## config.mk

```make
export PLATFORM = sky130hd
export DESIGN_NAME = bt656_video_out_encoder
export DESIGN_NICKNAME = d
export VERILOG_FILES = /design/src/rtl/bt656_video_out_encoder.sv
export SDC_FILE = /design/constraint.sdc
export NUM_CORES = 1
export LEC_CHECK = 0
export CAP_MARGIN = 15
export CELL_PAD_IN_SITES_DETAIL_PLACEMENT = 1
export CELL_PAD_IN_SITES_GLOBAL_PLACEMENT = 1
export CORE_UTILIZATION = 38
export CTS_BUF_LIST = sky130_fd_sc_hd__clkbuf_4 sky130_fd_sc_hd__clkbuf_8
export DETAILED_ROUTE_END_ITERATION = 6
export PLACE_DENSITY_LB_ADDON = 0.1
export SYNTH_ARGS = -nofsm -noshare
export SYNTH_HDL_FRONTEND = slang
export SYNTH_SLANG_ARGS = --single-unit
```

## constraint.sdc

```tcl
create_clock -name clk -period 2.7 [get_ports clk]
set_input_delay 0.54 -clock clk [delete_from_list [all_inputs] [get_ports clk]]
set_output_delay 0.54 -clock clk [all_outputs]
set_load 0.02 [all_outputs]
```

## src/rtl/bt656_video_out_encoder.sv

```systemverilog
// bt656_video_out_encoder
//
// Serialises a 4:2:2 YCbCr pixel stream (one pixel per valid/ready beat,
// data = {C, Y}) into an 8-bit ITU-R BT.656 525-line interlaced byte stream.
// EAV/SAV timing codes (with protection bits) and blanking fill are inserted.
// The encoder passes chroma through in beat order (Cb Y Cr Y) and does not
// reorder it.
//
// Ports:
//   clk                   video clock (27 MHz), rising edge
//   reset                 synchronous, active-high
//   stream_data[15:0]     {C, Y}; C is Cb on even pixels, Cr on odd pixels
//   stream_startofpacket  first pixel of a field
//   stream_valid          beat valid
//   stream_ready          beat accepted when valid && ready (combinational)
//   bt656_data[7:0]       BT.656 byte stream (registered)
//   field                 current F bit, aligned with bt656_data
//   underflow             sticky; a locked pixel was filled for lack of data
//   hsync_n, vsync_n      only with BT656_SYNC_OUT_EN defined; registered and
//                         aligned with bt656_data
//
// Optional feature macro: BT656_SYNC_OUT_EN
//
// state  | meaning
// SEEK   | not aligned to a field; discard non-sop beats, hold a sop beat
//        | until the first active pixel of the next V=0 region
// LOCKED | one beat consumed per C-slot; missing beats become fill

module bt656_video_out_encoder #(
  parameter int         H_ACTIVE = 720,
  parameter int         H_BLANK  = 268,
  parameter logic [7:0] BLANK_Y  = 8'h10,
  parameter logic [7:0] BLANK_C  = 8'h80
) (
  input  logic        clk,
  input  logic        reset,
  input  logic [15:0] stream_data,
  input  logic        stream_startofpacket,
  input  logic        stream_valid,
  output logic        stream_ready,
  output logic [7:0]  bt656_data,
  output logic        field,
`ifdef BT656_SYNC_OUT_EN
  output logic        hsync_n,
  output logic        vsync_n,
`endif
  output logic        underflow
);

  localparam int L  = 8 + H_BLANK + 2 * H_ACTIVE;
  localparam int HW = $clog2(L);

  localparam logic [HW-1:0] H_LAST = HW'(L - 1);
  localparam logic [HW-1:0] H_BLK0 = HW'(4);
  localparam logic [HW-1:0] H_SAV0 = HW'(H_BLANK + 4);
  localparam logic [HW-1:0] H_ACT0 = HW'(H_BLANK + 8);

  typedef enum logic {SEEK, LOCKED} state_t;

  state_t        state, state_nxt;
  logic [HW-1:0] h;
  logic [9:0]    ln;
  logic [7:0]    y_hold;

  logic       v_flag, f_flag, h_flag;
  logic       in_active, c_byte, c_slot, first_pix;
  logic       take, uf_set, ready_c;
  logic [1:0] tc_idx;
  logic [7:0] xy, byte_nxt;

  assign v_flag    = (ln <= 10'd19) || (ln >= 10'd264 && ln <= 10'd282);
  assign f_flag    = (ln <= 10'd3) || (ln >= 10'd266);
  assign h_flag    = (h < H_SAV0);
  assign in_active = (h >= H_ACT0);
  // Active bytes alternate C,Y starting at H_ACT0.
  assign c_byte    = (h[0] == H_ACT0[0]);
  assign c_slot    = in_active && !v_flag && c_byte;
  // First active pixel of each field's V=0 region.
  assign first_pix = (h == H_ACT0) && (ln == 10'd20 || ln == 10'd283);

  assign xy = {1'b1, f_flag, v_flag, h_flag, v_flag ^ h_flag,
               f_flag ^ h_flag, f_flag ^ v_flag, f_flag ^ v_flag ^ h_flag};
  assign tc_idx = h_flag ? h[1:0] : 2'(h - H_SAV0);

  assign stream_ready = ready_c;

  // Position counters
  always_ff @(posedge clk) begin
    if (reset) begin
      h  <= '0;
      ln <= 10'd1;
    end else if (h == H_LAST) begin
      h  <= '0;
      ln <= (ln == 10'd525) ? 10'd1 : ln + 10'd1;
    end else begin
      h <= h + HW'(1);
    end
  end

  // FSM state register
  always_ff @(posedge clk) begin
    if (reset) state <= SEEK;
    else       state <= state_nxt;
  end

  // FSM next state and handshake; only C-slots can consume a beat
  always_comb begin
    state_nxt = state;
    ready_c   = 1'b0;
    take      = 1'b0;
    uf_set    = 1'b0;
    if (!reset && c_slot) begin
      unique case (state)
        SEEK: begin
          if (stream_valid) begin
            if (!stream_startofpacket) begin
              ready_c = 1'b1;
            end else if (first_pix) begin
              ready_c   = 1'b1;
              take      = 1'b1;
              state_nxt = LOCKED;
            end
          end
        end
        LOCKED: begin
          if (!stream_valid) begin
            uf_set = 1'b1;
          end else if (first_pix != stream_startofpacket) begin
            // sop mid-field is held for re-alignment; a non-sop beat at
            // the field start means the source lost alignment
            state_nxt = SEEK;
          end else begin
            ready_c = 1'b1;
            take    = 1'b1;
          end
        end
        default: state_nxt = SEEK;
      endcase
    end
  end

  // Byte selection for the current position
  always_comb begin
    byte_nxt = BLANK_C;
    if (h < H_BLK0 || (h >= H_SAV0 && !in_active)) begin
      unique case (tc_idx)
        2'd0:    byte_nxt = 8'hFF;
        2'd3:    byte_nxt = xy;
        default: byte_nxt = 8'h00;
      endcase
    end else if (!in_active) begin
      byte_nxt = h[0] ? BLANK_Y : BLANK_C;
    end else if (v_flag) begin
      byte_nxt = c_byte ? BLANK_C : BLANK_Y;
    end else if (c_byte) begin
      byte_nxt = take ? stream_data[15:8] : BLANK_C;
    end else begin
      byte_nxt = y_hold;
    end
  end

  always_ff @(posedge clk) begin
    if (reset) begin
      bt656_data <= BLANK_C;
      field      <= 1'b1;
      underflow  <= 1'b0;
      y_hold     <= BLANK_Y;
    end else begin
      bt656_data <= byte_nxt;
      field      <= f_flag;
      if (uf_set) underflow <= 1'b1;
      // Y of a pixel follows its C byte; unfilled pixels get blank luma
      if (c_slot) y_hold <= take ? stream_data[7:0] : BLANK_Y;
    end
  end

`ifdef BT656_SYNC_OUT_EN
  always_ff @(posedge clk) begin
    if (reset) begin
      hsync_n <= 1'b1;
      vsync_n <= 1'b1;
    end else begin
      hsync_n <= in_active;
      vsync_n <= !v_flag;
    end
  end
`endif

endmodule

```

==> summary.md <==
| Metric | Value |
|---|---|
| P&R area growth vs syn | `39.0%` |
| Cells on worst reg2reg path | `11` |
| Crit start category | `register` |
| Die area | `0.00586 mm²` |
| Routed Antenna Nets | `0` |
| Clock power share | `0.417` |
| Pin count of the biggest net entering global routing | `24` |
| Crit Path Max Fanout | `2` |
| Asr flop ratio synth | `0` |
| DRC Markers | `0` |
| Synthesized cell area | `0.00211 mm²` |
| Clk_lat worst skew | `0.30 ns` |
| # rows | `26` |
| Reg-to-Reg Start | `h[7]$_SDFF_PP0_` |
| GPL Wtd Cong | `0.805` |
| # H-tree levels | `2` |
| Synthesized net count | `276` |
| CTS tree | `built` |
| Comb power frac | `0.122` |
| Initial antenna violation count | `0` |
| Detailed Route Iter0 Violations | `58` |
| Post-detail-place hpwl | `4340 µm` |
| Global route total overflow | `0` |
| Layout cell share with drive strength beyond 1 | `0.233` |
| Clock skew | `0.00706 ns` |
| First-pass GRT wire length | `10,100 µm` |
| Leak | `1.15 nW` |
| Yosys warning total | `0` |
| Clk root buf | `clkbuf_8` |
| Clock buffer depth | `2` |
| Hold_sp | `underflow$_SDFFE_PP0P_` |
| Status | `complete, no violations` |
| Critical path required time | `2.16 ns` |
| Sw frac | `0.239` |
| Final Cycle Share | `0.997` |
| Flop2flop setup slack | `0.04 ns` |
| Mean Syn Cell Area | `8.48 µm²` |
| Routed vias | `2,021` |
| Max-slew violation count | `0` |
| Synth Register Bits | `40` |
| Reg2reg end | `bt656_data[0]$_SDFF_PP0_` |
| DRT Wirelength | `6120 µm` |
| IO Count | `31` |
| Crit path kind | `reg2out` |
| Rel. slew slack | `0.645` |
| CTS buffer count | `5` |
| CTS Hold Bufs | `0` |
| Clk slew on worst S/H paths | `0.09 ns` |
| Fillers | `625` |
| IO buf count | `30` |
| Chip width | `76.6 µm` |
| Vias in the first global route | `2,032` |
| Final instance area | `0.00294 mm²` |
| Hold Path End | `underflow$_SDFFE_PP0P_` |
| Post-synth EDFFs | `0` |
| Top_reg_cell synth | `dfxtp_1` |
| Cell-internal power | `1.01 mW` |
| Sequential power share | `0.461` |
| Initial Util | `0.403` |
| Slowest-stage cell, CP | `or3_4` |
| Peak supply drop | `180 µV` |
| GRT Overall Usage | `0.222` |
| Largest stage delay, worst path | `0.39 ns` |
| Max-Cap Viols | `0` |
| P_sw | `317 µW` |
| Final number of setup-violating endpoints | `0` |
| Diodes inserted | `0` |
| Class of the worst hold path | `reg2reg` |
| Worst path arrival time | `2.15 ns` |
| Mapped Cells | `249` |
| Worst setup EP type | `output pin` |
| Core area | `0.00524 mm²` |
| Placed instance area | `0.00272 mm²` |
| PD cells | `453 mW/mm²` |
| Min Tclk post-route | `2.69 ns` |
| Max frequency | `0.372 GHz` |
| Actual slew at the worst max-slew pin | `0.527 ns` |
| Final hold violation count | `0` |
| RSZ-0062 raised after global routing | `yes` |
| Die Ht | `76.6 µm` |
| Crit-path cells | `or3_4 -> nor3_4 -> nand4_1 -> ha_1 -> nand2_2 -> o21ai_1 -> nand2_1 -> nor2_2 -> buf_6` |
| CTS Sinks | `40` |
| Detailed Routing Iterations Pass 1 | `4` |
| Via-to-Cell Ratio | `5.28` |
| Nets@finish | `339` |
| Register area share after synthesis | `0.379` |
| Wire per inst | `16.0 µm` |
| Worst hold margin | `0.486 ns` |
| WHS Path Cells | `2` |
| Library cells used by synthesis | `44` |
==> power by group through the flow <==
stage	clock network (mW)	logic [mW]	registers [mW]
finish	0.554	0.163	0.613
detailed placement	0	0.159	0.628
global placement	0	0.159	0.627
floorplan	0	0.0596	0.648
global route	0.591	0.177	0.616
CTS	0.565	0.160	0.614
==> per-stage QoR <==
| step | worst slack (ns) | instances | util | TNS [ns] | total power, mW |
|---|---|---|---|---|---|
| after floorplan | 0.155 | 249 | - | 0 | 0.707 |
| after global placement | -0.135 | 372 | 0.519 | -0.135 | 0.786 |
| after detailed placement | -0.184 | 372 | 0.519 | -0.184 | 0.786 |
| after CTS | 0.00372 | 381 | 0.545 | 0 | 1.34 |
| after global routing | -0.159 | 383 | 0.561 | -0.435 | 1.38 |
| final | 0.00877 | 383 | 0.561 | 0 | 1.33 |
==> worst max-delay path by stage <==
stage	from	endpoint	slack, ns	cells after the start
after CTS	h[7]$_SDFF_PP0_	stream_ready	0.004	9
after floorplan	h[7]$_SDFF_PP0_	y_hold[4]$_SDFFE_PP1N_	0.15	9
after global routing	h[7]$_SDFF_PP0_	stream_ready	-0.16	9
after global placement	h[7]$_SDFF_PP0_	stream_ready	-0.14	9
after detailed placement	h[7]$_SDFF_PP0_	stream_ready	-0.18	9
final	h[7]$_SDFF_PP0_	stream_ready	0.009	9
==> final cells by class <==
class | instances | area (µm²) | share of cell area
clock inverter | 1 | 30.0 | 0.0102
inverter | 8 | 30.0 | 0.0102
tap | 70 | 87.6 | 0.0298
timing repair buffer | 71 | 613 | 0.209
multi-input combinational | 186 | 1280 | 0.435
sequential | 40 | 803 | 0.274
clock buffer | 7 | 96.3 | 0.0328
==> worst max-delay path: cells and delay by family, from the launching register on <==
kind            cells  cell delay (ns)
simple gates        6             0.94
compound gates      1             0.10
buf+inv             1             0.13
fa+ha+maj           1             0.35
flops               1             0.32
==> timing repair <==
action	4_1_cts	5_1_grt
setup endpoints to repair	1	4
setup buffers	1	2
pin swaps	1	6
resized for setup	6	16
gates cloned	0	0
==> layout by cell type, fill, tap and decap left out, types with 2 or more instances in the layout <==
cell	synthesis	layout
nor4_1	3	3
clkbuf_8	0	7
ha_1	7	6
nand3b_1	4	4
nor2b_1	3	3
nor3_1	5	4
or3_4	0	2
o21ai_0	8	7
a22oi_1	6	5
nor2_1	29	28
dfxtp_2	0	2
nand2b_1	3	2
o221ai_1	4	4
a31oi_1	3	3
a21oi_1	13	13
inv_1	8	7
buf_6	1	2
or2_2	2	2
buf_4	0	40
o21ai_1	3	4
and3_1	7	7
nand3_1	18	18
dfxtp_1	40	38
xor2_1	11	11
nand4_1	8	8
nand2_1	13	12
o22ai_1	2	2
a21o_1	3	3
nor2_2	2	3
or4_4	2	2
xnor2_1	10	10
clkdlybuf4s50_1	0	29
nor3_4	1	2
==> flip-flops by register name, indices dropped and copies added, names as in the netlist <==
| name | count |
|---|---|
| ln | 10 |
| bt656_data | 8 |
| state | 1 |
| y_hold | 8 |
| field | 1 |
| h | 11 |
| underflow | 1 |
==> cells by family after synthesis <==
| kind of cell | count (synthesis) | share of synthesized area |
|---|---|---|
| simple gates | 105 | 0.263 |
| compound gates | 52 | 0.172 |
| flops | 40 | 0.379 |
| buf+inv | 23 | 0.0468 |
| xor+xnor | 22 | 0.0977 |
| fa+ha+maj | 7 | 0.0415 |
==> cells in the mapped netlist (all sizes together) (2+ instances only) <==
library cell,n,area share
dfxtp,40,0.38
nor2,31,0.057
nand3,18,0.043
a21oi,13,0.031
nand2,13,0.023
o21ai,11,0.026
xor2,11,0.046
clkbuf,10,0.018
xnor2,10,0.041
inv,8,0.014
nand4,8,0.024
and3,7,0.021
ha,7,0.041
a22oi,6,0.021
nor3,6,0.020
buf,5,0.015
nand3b,4,0.014
o221ai,4,0.017
a21o,3,0.011
a31oi,3,0.0089
nand2b,3,0.0089
nor2b,3,0.0089
nor4,3,0.0089
or3,3,0.0089
o22ai,2,0.0059
o31ai,2,0.0095
or2,2,0.0059
or4,2,0.011
==> layer usage <==
layer	vias to the layer above	global-route usage	share of wire
met4	0	0.0808	0.016
li1	1009	-	-
met2	30	0.356	0.47
met3	8	0.0479	0.027
met1	974	0.291	0.49
met5	-	0	0
Power figures use the tool's default switching activity.
==> RTL edit, RTL diff (same settings) <==
Build with the macro `BT656_SYNC_OUT_EN` defined.
--- a/src/rtl/bt656_video_out_encoder.sv
+++ b/src/rtl/bt656_video_out_encoder.sv
@@ -27,2 +27,4 @@
 // LOCKED | one beat consumed per C-slot; missing beats become fill
+
+`define BT656_SYNC_OUT_EN
 
Formal check against the unedited RTL (old outputs only; new: hsync_n and vsync_n): equivalent (Yosys induction, for registers that start in step).
==> RTL edit against the original RTL <==
The run now ends with setup timing left. Maximum frequency is 4.1% lower. Total power decreased by 6.6%. Sequential share of layout area increased by 0.41 points. Clock power decreased by 22%. Cell count grew 5.7%. Area after synthesis up 4.8%. First-iteration DRC count up 31%. Wire length rose by 2.6%. Non-clock buffer count is 1 higher. Sequential cell count increased by 2. Worst setup slack worse by 0.11 ns. Cell area grew 3.3%. Critical path depth unchanged. Combinational power is essentially flat. Largest power group unchanged.
==> RTL edit: results <==
export IMPL_grt_max_degree=25
export IMPL_gr_usage_met1_pct=29.7
export IMPL_place_congestion=0.843
export IMPL_irDropWorstVdd_v=0.000207
export IMPL_grt_total_usage_pct=21.9
export IMPL_avgViaCountPerCell=5.33
export IMPL_cts_resized=10
export IMPL_setup_viol=1
export IMPL_cp_slowest_cell="or4_4"
export IMPL_synth_seq_area_share_pct=38.0
export IMPL_cp_data_arrival_time_ns=2.27
export IMPL_antenna_found_initial=0
export IMPL_slowest_delay_ns=0.55
export IMPL_fillers=698
export IMPL_drive_gt1_share_pct=19.8
export IMPL_critical_path_top_delay_family="simple AND/OR/NAND/NOR gates"
export IMPL_synthesis_nets=294
export IMPL_postLayoutSetupSlackWorst_ns=-0.106
export IMPL_final_nets=359
export IMPL_violations="setup timing"
export IMPL_grtUsageMet3_pct=4.19
export IMPL_wl_met3_um=136
export IMPL_dr_wl_met2_mm=2.98
export IMPL_swShare_pct=24.8
export IMPL_routed_wl_mm=6.28
export IMPL_met2_usage_pct=35.7
export IMPL_hold_path_class="flop to flop"
export IMPL_p_leak_nw=1.24
export IMPL_crit_path_max_fanout=2
export IMPL_worstMarginPinSlew_ns=0.510
export IMPL_io_buffers=32
export IMPL_grt_pass1_wl_mm=10.4
export IMPL_netlist_top_cells_area="dfxtp_1 (38%), nor2_1 (5.1%), xor2_1 (4.4%), ha_1 (4.0%), xnor2_1 (4.0%)"
export IMPL_status="complete, but fails checks"
export IMPL_hpwl_mm=4.75
export IMPL_sequentialPowerShare_pct=51.9
export IMPL_yosys_top_cells_count="dfxtp_1 (42), nor2_1 (30), nand2_1 (17)"
export IMPL_wl_met1_mm=3.09
export IMPL_cts_setup_buffers=0
export IMPL_drtIter0Drc=76
export IMPL_clock_skew_ns=0.00839
export IMPL_grt_pass1_vias=2109
export IMPL_setup_tns_ns=-0.106
==> RTL edit: cell count changes after synthesis, moves of 5 or more <==
cell | before | now
a22oi_1 | 6 | 0
a31oi_1 | 3 | 8
and2_1 | 1 | 10
nand3_1 | 18 | 9
nor3_1 | 5 | 10
==> RTL edit: logic make-up (layout without fill, tap and decap cells) <==
family / after synthesis / in the layout / synth area share [%]
simple gates: 119 / 119 / 29.2
buf+inv: 25 / 91 / 4.41
mux: 1 / 1 / 0.452
xor+xnor: 22 / 22 / 9.33
flops: 42 / 42 / 38.0
compound gates: 51 / 51 / 14.7
fa+ha+maj: 7 / 7 / 3.96
==> RTL edit: per-stage QoR <==
| stage | cells | instance area [sq um] | utilization, % | power (mW) | setup WS (ns) |
|---|---|---|---|---|---|
| after floorplan | 267 | 2220 | - | 0.735 | 0.0776 |
| after global placement | 397 | 2870 | 51.6 | 0.817 | -0.313 |
| after detailed placement | 397 | 2870 | 51.6 | 0.820 | -0.338 |
| after CTS | 405 | 2980 | 53.5 | 1.26 | -0.142 |
| after global routing | 405 | 3030 | 54.4 | 1.30 | -0.259 |
| final | 405 | 3030 | 54.4 | 1.24 | -0.106 |
==> RTL edit: area by class of cell <==
| cell class | instances | area share (%) |
|---|---|---|
| multi-input cells | 200 | 44.1 |
| flip-flops and latches | 42 | 27.8 |
| repair buffers | 72 | 20.6 |
| clock buffers | 7 | 2.97 |
| well taps | 72 | 2.97 |
| inverters | 11 | 1.36 |
| clock inverters | 1 | 0.165 |
==> RTL edit: final timing paths <==
path | cells after the start | slack [ns] | end | startpoint
setup / recovery | 9 | -0.11 | stream_ready | ln[5]
hold / removal | 2 | 0.46 | underflow | underflow
setup reg to reg | 12 | 0.05 | bt656_data[4] | ln[5]
hold reg to reg | 2 | 0.46 | underflow | underflow
